### src/rtl/regfile_2r1w.sv
// WIDTH x DEPTH register file: one synchronous write port, two combinational read ports,
// plus a one-entry-per-cycle clear sequencer. Define RF_BYPASS_EN for write-through reads.
module regfile_2r1w #(
    parameter int WIDTH = 16,
    parameter int DEPTH = 8,
    parameter int AW    = 3
) (
    input  logic             clk,
    input  logic             rst_n,
    input  logic [WIDTH-1:0] data_in,
    input  logic [AW-1:0]    writenum,
    input  logic             write,
    input  logic [AW-1:0]    readnum_a,
    input  logic [AW-1:0]    readnum_b,
    output logic [WIDTH-1:0] data_out_a,
    output logic [WIDTH-1:0] data_out_b,
    input  logic             clear_req,
    output logic             busy,
    output logic             clear_done,
    output logic             write_drop
);

    localparam logic [0:0] ST_IDLE  = 1'b0;
    localparam logic [0:0] ST_CLEAR = 1'b1;

    logic [WIDTH-1:0] mem_q [DEPTH];
    logic [WIDTH-1:0] mem_d [DEPTH];
    logic [0:0]       state_q, state_d;
    logic [AW-1:0]    ptr_q, ptr_d;
    logic             busy_q, busy_d;
    logic             clear_done_q, clear_done_d;
    logic             write_drop_q, write_drop_d;
    logic             wr_in_range_s;
    logic             wr_ok_s;
    logic [WIDTH-1:0] rd_a_s, rd_b_s;

    assign wr_in_range_s = ({1'b0, writenum} < (AW+1)'(DEPTH));
    // busy_q mirrors the CLEAR state, so writes are blocked for the whole sequence
    assign wr_ok_s       = write & ~busy_q & wr_in_range_s;

    // Read muxes: out-of-range register numbers fall through to zero
    always_comb begin
        rd_a_s = {WIDTH{1'b0}};
        rd_b_s = {WIDTH{1'b0}};
        for (int i = 0; i < DEPTH; i++) begin
            rd_a_s = (readnum_a == AW'(i)) ? mem_q[i] : rd_a_s;
            rd_b_s = (readnum_b == AW'(i)) ? mem_q[i] : rd_b_s;
        end
`ifdef RF_BYPASS_EN
        rd_a_s = (wr_ok_s && (readnum_a == writenum)) ? data_in : rd_a_s;
        rd_b_s = (wr_ok_s && (readnum_b == writenum)) ? data_in : rd_b_s;
`else
        rd_a_s = rd_a_s;
        rd_b_s = rd_b_s;
`endif
    end

    // Next-state for storage, clear sequencer and status pulses
    always_comb begin
        mem_d        = mem_q;
        state_d      = state_q;
        ptr_d        = ptr_q;
        clear_done_d = 1'b0;
        write_drop_d = write & ~wr_ok_s;
        case (state_q)
            ST_IDLE: begin
                // A write coexisting with clear_req lands now and is wiped by the sequence
                for (int i = 0; i < DEPTH; i++) begin
                    mem_d[i] = (wr_ok_s && (writenum == AW'(i))) ? data_in : mem_q[i];
                end
                state_d = clear_req ? ST_CLEAR : ST_IDLE;
                ptr_d   = {AW{1'b0}};
            end
            ST_CLEAR: begin
                for (int i = 0; i < DEPTH; i++) begin
                    mem_d[i] = (ptr_q == AW'(i)) ? {WIDTH{1'b0}} : mem_q[i];
                end
                if (ptr_q == AW'(DEPTH - 1)) begin
                    state_d      = ST_IDLE;
                    ptr_d        = {AW{1'b0}};
                    clear_done_d = 1'b1;
                end else begin
                    state_d      = ST_CLEAR;
                    ptr_d        = ptr_q + AW'(1);
                    clear_done_d = 1'b0;
                end
            end
            default: begin
                state_d = ST_IDLE;
                ptr_d   = {AW{1'b0}};
            end
        endcase
        busy_d = (state_d == ST_CLEAR);
    end

    // State registers with asynchronous reset; reset mid-clear simply abandons the sequence
    always_ff @(posedge clk or negedge rst_n) begin
        if (!rst_n) begin
            for (int i = 0; i < DEPTH; i++) begin
                mem_q[i] <= {WIDTH{1'b0}};
            end
            state_q      <= ST_IDLE;
            ptr_q        <= {AW{1'b0}};
            busy_q       <= 1'b0;
            clear_done_q <= 1'b0;
            write_drop_q <= 1'b0;
        end else begin
            for (int i = 0; i < DEPTH; i++) begin
                mem_q[i] <= mem_d[i];
            end
            state_q      <= state_d;
            ptr_q        <= ptr_d;
            busy_q       <= busy_d;
            clear_done_q <= clear_done_d;
            write_drop_q <= write_drop_d;
        end
    end

    assign data_out_a = rd_a_s;
    assign data_out_b = rd_b_s;
    assign busy       = busy_q;
    assign clear_done = clear_done_q;
    assign write_drop = write_drop_q;

endmodule

### config.mk
export PLATFORM = sky130hd
export DESIGN_NAME = regfile_2r1w
export DESIGN_NICKNAME = d
export VERILOG_FILES = /design/src/rtl/regfile_2r1w.sv
export SDC_FILE = /design/constraint.sdc
export NUM_CORES = 1
export LEC_CHECK = 0
export BUFFER_PORTS_ARGS = -buffer_cell sky130_fd_sc_hd__buf_2
export CORE_ASPECT_RATIO = 0.6
export CORE_UTILIZATION = 47
export CTS_CLUSTER_SIZE = 30
export DETAILED_ROUTE_END_ITERATION = 8
export GPL_TIMING_DRIVEN = 0
export MAX_ROUTING_LAYER = met4
export PLACE_DENSITY = 0.69
export SKIP_CTS_REPAIR_TIMING = 1
export SLEW_MARGIN = 20
export SYNTH_ARGS = -nofsm -noshare
export SYNTH_HDL_FRONTEND = slang
export SYNTH_SLANG_ARGS = --single-unit
### constraint.sdc
create_clock -name clk -period 3.82 [get_ports clk]
set_clock_uncertainty 0.2 [all_clocks]
set_input_delay 0.382 -clock clk [delete_from_list [all_inputs] [get_ports clk]]
set_output_delay 0.382 -clock clk [all_outputs]
set_load 0.01 [all_outputs]
## Word-level counts from Yosys, hierarchy flattened

Cells that the tools add are included.

- Bits in writable memories: 0
- ROM bits: 0
- Flip-flop bits (word level): 134
- Memories: 0
- Latch bits: 0
- Output and inout port bits: 35

- Magnitude comparators: 0
- Shift-type cells: 0
- Muxes and demuxes: 40
- Div/mod/pow operators: 0
- Equality and inequality tests: 44
- Bitwise logic cells: 4
- Multipliers: 0
- Reduce and logical (&&, ||, !) cells: 20
- Add/subtract/negate cells: 1

Operators with widths:

| kind | count |
|---|---|
| 16-bit two-way mux | 32 |
| 128-bit case mux with 2 select lines | 1 |
| 3-bit == test (second input constant) | 16 |
| 2-bit by 1-bit != test with 1-bit output (second input constant) | 16 |
| 3-bit by 2-bit == test with 1-bit output (second input constant) | 8 |
| 2-bit AND reduction | 8 |
| 3-bit by 1-bit == test with 1-bit output (second input constant) | 4 |
| 3-bit zero test | 4 |
| 1-bit logical AND | 8 |
| 3-bit case mux with 2 select lines | 1 |
| 1-bit two-way mux | 4 |
| 3-bit by 1-bit adder with 3-bit output (second input constant) | 1 |
| 3-bit two-way mux | 1 |
| 1-bit bitwise AND | 2 |
| 1-bit inverter | 2 |
| 1-bit case mux with 2 select lines | 1 |

## Logic depth before layout (Yosys ltp)

- Depth after elaboration: 9
- Mapped depth: 7

## Least setup slack after synthesis

OpenSTA, ideal clock, no wires.

- Path kind: input-to-output
- Start: input readnum_b[0]
- End: output data_out_b[10]
- Setup slack: 1.445 ns
- Stages: 4
- Buffers on the path: 2
- Arrival time: 1.793 ns
- Data required time: 3.238 ns
- Path through: clkbuf_1 -> clkbuf_1 -> mux4_2 -> mux2_2

- Longest elaborated chain between the ends: 9
- Elaborated cells between the ends (all ways): 16
- Classes of those cells: eq/ne: 7; mux: 8; reduce/logical: 1

RTL lines:

| item | line | source |
|---|---|---|
| start, declared | 14 | `input logic [AW-1:0] readnum_b,` |
| 3-bit zero test | 47 | `rd_b_s = (readnum_b == AW'(i)) ? mem_q[i] : rd_b_s;` |
| 16-bit two-way mux (7 in a row) | 47 |  |
| 16-bit two-way mux (*) | 47 |  |
| end, declared | 16 | `output logic [WIDTH-1:0] data_out_b,` |

Mark *: on every way between the ends. The rest lies on a longest branch, timed or not.

## Worst setup path in the final report

- Start: input readnum_b[0]
- End: output data_out_b[8]

The elaborated chain is that of the path after synthesis.

==> results.toml <==
[finish]
nets = 671
drive_above_1_share_pct = 46.30
syn2layout_area_growth_pct = 15.26
diodes = 0
multiInputGateArea_sq_um = 3971
final_area_sq_um = 8777
fill_cells = 1300
seq_area_sq_um = 3353

[synth]
synth_cells = 555
avgSynthCellArea_sq_um = 13.72
synth_seq_area_share_pct = 44.04
syn_area_sq_um = 7615
ys.flop_type = "dfrtp_1"
ys.warnings.count = 0
ys_ff_latch = 134
async_reset_ff_share_pct = 100.0
synth_top_area_share_pct = 44.04
synthTopCellsByArea = "dfrtp_1 44%, mux2_2 18%, mux4_2 17%"
syn-num-nets = 590
yosysUniqueCellTypes = 29
yosysTopAreaCell = "dfrtp_1"
synth-edff-count = 0

[worst_setup_path]
critPathMaxStageDelay_ns = 0.65
r2r_end = "mem_q[96]"
ff2ff_path_depth = 5
worst-path-buf-inv = 3
cp.arrival_ns = 2.37
worst-setup-path-type = "in2out"
cp.required_ns = 3.24
critPathMaxFanout = 10
end_kind = "output port"
crit_family = "buffers and inverters"
rrSetupSlack_ns = 0.99
start_kind = "input port"
path_cells = "clkbuf_1 > clkbuf_1 > mux4_2 > mux2_2 > buf_2"
cpMostUsedCell = "clkbuf_1"
cp_slowest_cell = "mux4_2"
worstReg2RegStart = "busy"

[timing]
setup_viol = 0
fin_hold_ws_ns = -0.02117
tightest_slew_ns = 1.015
min_period_ns = 2.954
fmax_mhz = 338.5
setup-tns-final_ns = 0
rsz0062_at_grt = "false"
fin_crit_sh_pct = 77.33
maxSlewViolCount = 0
final_hold_viol_count = 1
max_slew_margin_pct = 32.37

[clocking]
clock_sinks = 134
htreeDepth = 4
numCtsBuffers = 17
cts.path.max_buffers = 2
insertion_delay_ns = 0.43
cts-root-buf = "clkbuf_16"
path_clk_slew_ns = 0.07
tritoncts = "done"

[global_route]
grt_pass1_vias = 5393
grt_max_degree = 77
grt-ovfl-total = 0
antenna_found_initial = 0
grt_pass1_wl_um = 33310
grt.total_usage_pct = 28.48

[die]
boundaryPins = 64
dieWidth_um = 166.3
die-area_sq_um = 16730
die_h_um = 100.6
initial_core_util_pct = 48.84
core_sq_um = 15590
rows = 35

[min_path]
min_from = "clear_req"
hp-class = "in2reg"
hold_depth = 3
holdPathEnd = "busy"

[run_status]
status = "finished, violations left"
violations = "DRC, hold timing"

[place]
dpl-instance-area_sq_um = 8202
place_congestion = 0.8921
dpl.hpwl_um = 15570
portBuffers = 59

[power_and_ir_drop]
switchingPower_mw = 2.312
clkPwrFrac_pct = 24.6
p_sw_share_pct = 36.10
power.total_mw = 6.406
comb_power_share_pct = 38.0
p_leak_nw = 4.017
internal_power_mw = 4.093
power_density_nw_per_um2 = 729.8
ir_worst_vdd_mv = 0.4179
power.share.sequential_pct = 37.4

[detailed_routing]
vias = 5483
wl_per_cell_um = 25.65
drc = 5
wl_um = 21830
drt_iter0_markers = 582
drtAntennaViolNets = 0
drtPass1Iterations = 7
via_per_inst = 6.443

[run]
cap_violations = 0
layer usage:
metal	track usage [%]	vias up	wire length, um	part of all wire, %
li1	-	2292	-	-
met1	42.50	2891	10440	48
met2	37.62	278	9028	41
met3	8.206	22	2146	9.8
met4	6.909	0	216	0.99
met5	-	-	0	0
per-stage QoR:
stage	util, %	std cells	setup WS (ns)
floorplan	-	555	1.445
global placement	52.37	817	0.3350
detailed placement	52.61	818	0.8824
CTS	56.17	849	0.8669
global route	56.30	851	0.7798
finish	56.30	851	0.8661
cell families (layout without fill, tap and decap cells):
kind of cell | after synthesis | after routing | share of synthesized area [%]
AND/OR/NAND/NOR | 97 | 97 | 6.819
buffers and inverters | 69 | 162 | 3.812
adder cells (fa/ha/maj) | 6 | 6 | 0.9858
AO/OA/AOI/OAI | 56 | 56 | 7.115
flip-flops | 134 | 134 | 44.04
multiplexers | 193 | 193 | 37.23
registers in the layout (all words and copies together), names as in the netlist:
name / count
mem_q: 128
ptr_q: 3
busy: 1
clear_done: 1
write_drop: 1
layout make-up:
cell class | instances | area share (%)
Clock buffer | 18 | 4.890
Inverter | 20 | 0.8553
Multi-Input combinational cell | 352 | 45.25
Sequential cell | 134 | 38.20
Timing Repair Buffer | 62 | 4.020
Buffer | 49 | 2.452
Clock inverter | 13 | 1.440
Tap cell | 203 | 2.894
cells in the mapped netlist, types with 5 or more instances:
master	instances
nor2_1	17
a221o_1	32
inv_1	20
mux2_2	122
mux2i_1	5
nor3_1	32
buf_2	13
dfrtp_1	134
a22oi_1	8
clkbuf_1	31
ha_1	6
nor2b_1	34
mux4_2	56
mux2_4	10
worst register-to-register path: stages, from the launching register on:
cell and delay [ns]:
dfrtp_1 0.42, nand3b_1 0.18, buf_2 0.21, o32ai_2 0.84, buf_2 0.45, mux2_2 0.39
how the worst max path moves through the flow:
stage	start	endpoint	cells after the start
2_1_floorplan	readnum_b[0]	data_out_b[10]	4
3_3_place_gp	rst_n	mem_q[12]	1
3_5_place_dp	readnum_b[0]	data_out_b[8]	5
4_1_cts	readnum_b[0]	data_out_b[8]	5
5_1_grt	readnum_b[0]	data_out_b[8]	5
6_report	readnum_b[0]	data_out_b[8]	5
cells in the final DEF, fill, tap and decap left out, types with 2 or more instances in the layout:
master / count
nor3_1: 32
mux4_2: 56
inv_6: 3
clkinv_4: 4
nand2_1: 4
mux2_2: 122
buf_6: 2
nor2_1: 17
buf_2: 71
o22ai_2: 4
clkinvlp_4: 4
a221o_1: 32
buf_1: 3
a22oi_1: 8
clkbuf_16: 17
a21o_1: 4
nand2b_1: 2
clkbuf_1: 32
and2_1: 3
nor2b_1: 34
dlygate4sd3_1: 2
a32oi_1: 4
o21ba_2: 2
ha_1: 6
mux2_4: 10
or2_1: 2
inv_1: 20
mux2i_1: 5
dfrtp_1: 134
power groups by stage:
stage	Clock [mW]	Combinational, mW	Sequential [mW]
2_1_floorplan	0	1.75	2.19
3_3_place_gp	0	2.31	2.33
3_5_place_dp	0	2.40	2.38
4_1_cts	1.58	2.41	2.37
5_1_grt	1.64	2.58	2.45
6_report	1.57	2.43	2.40
No activity file was read; power rests on OpenSTA's default activity.
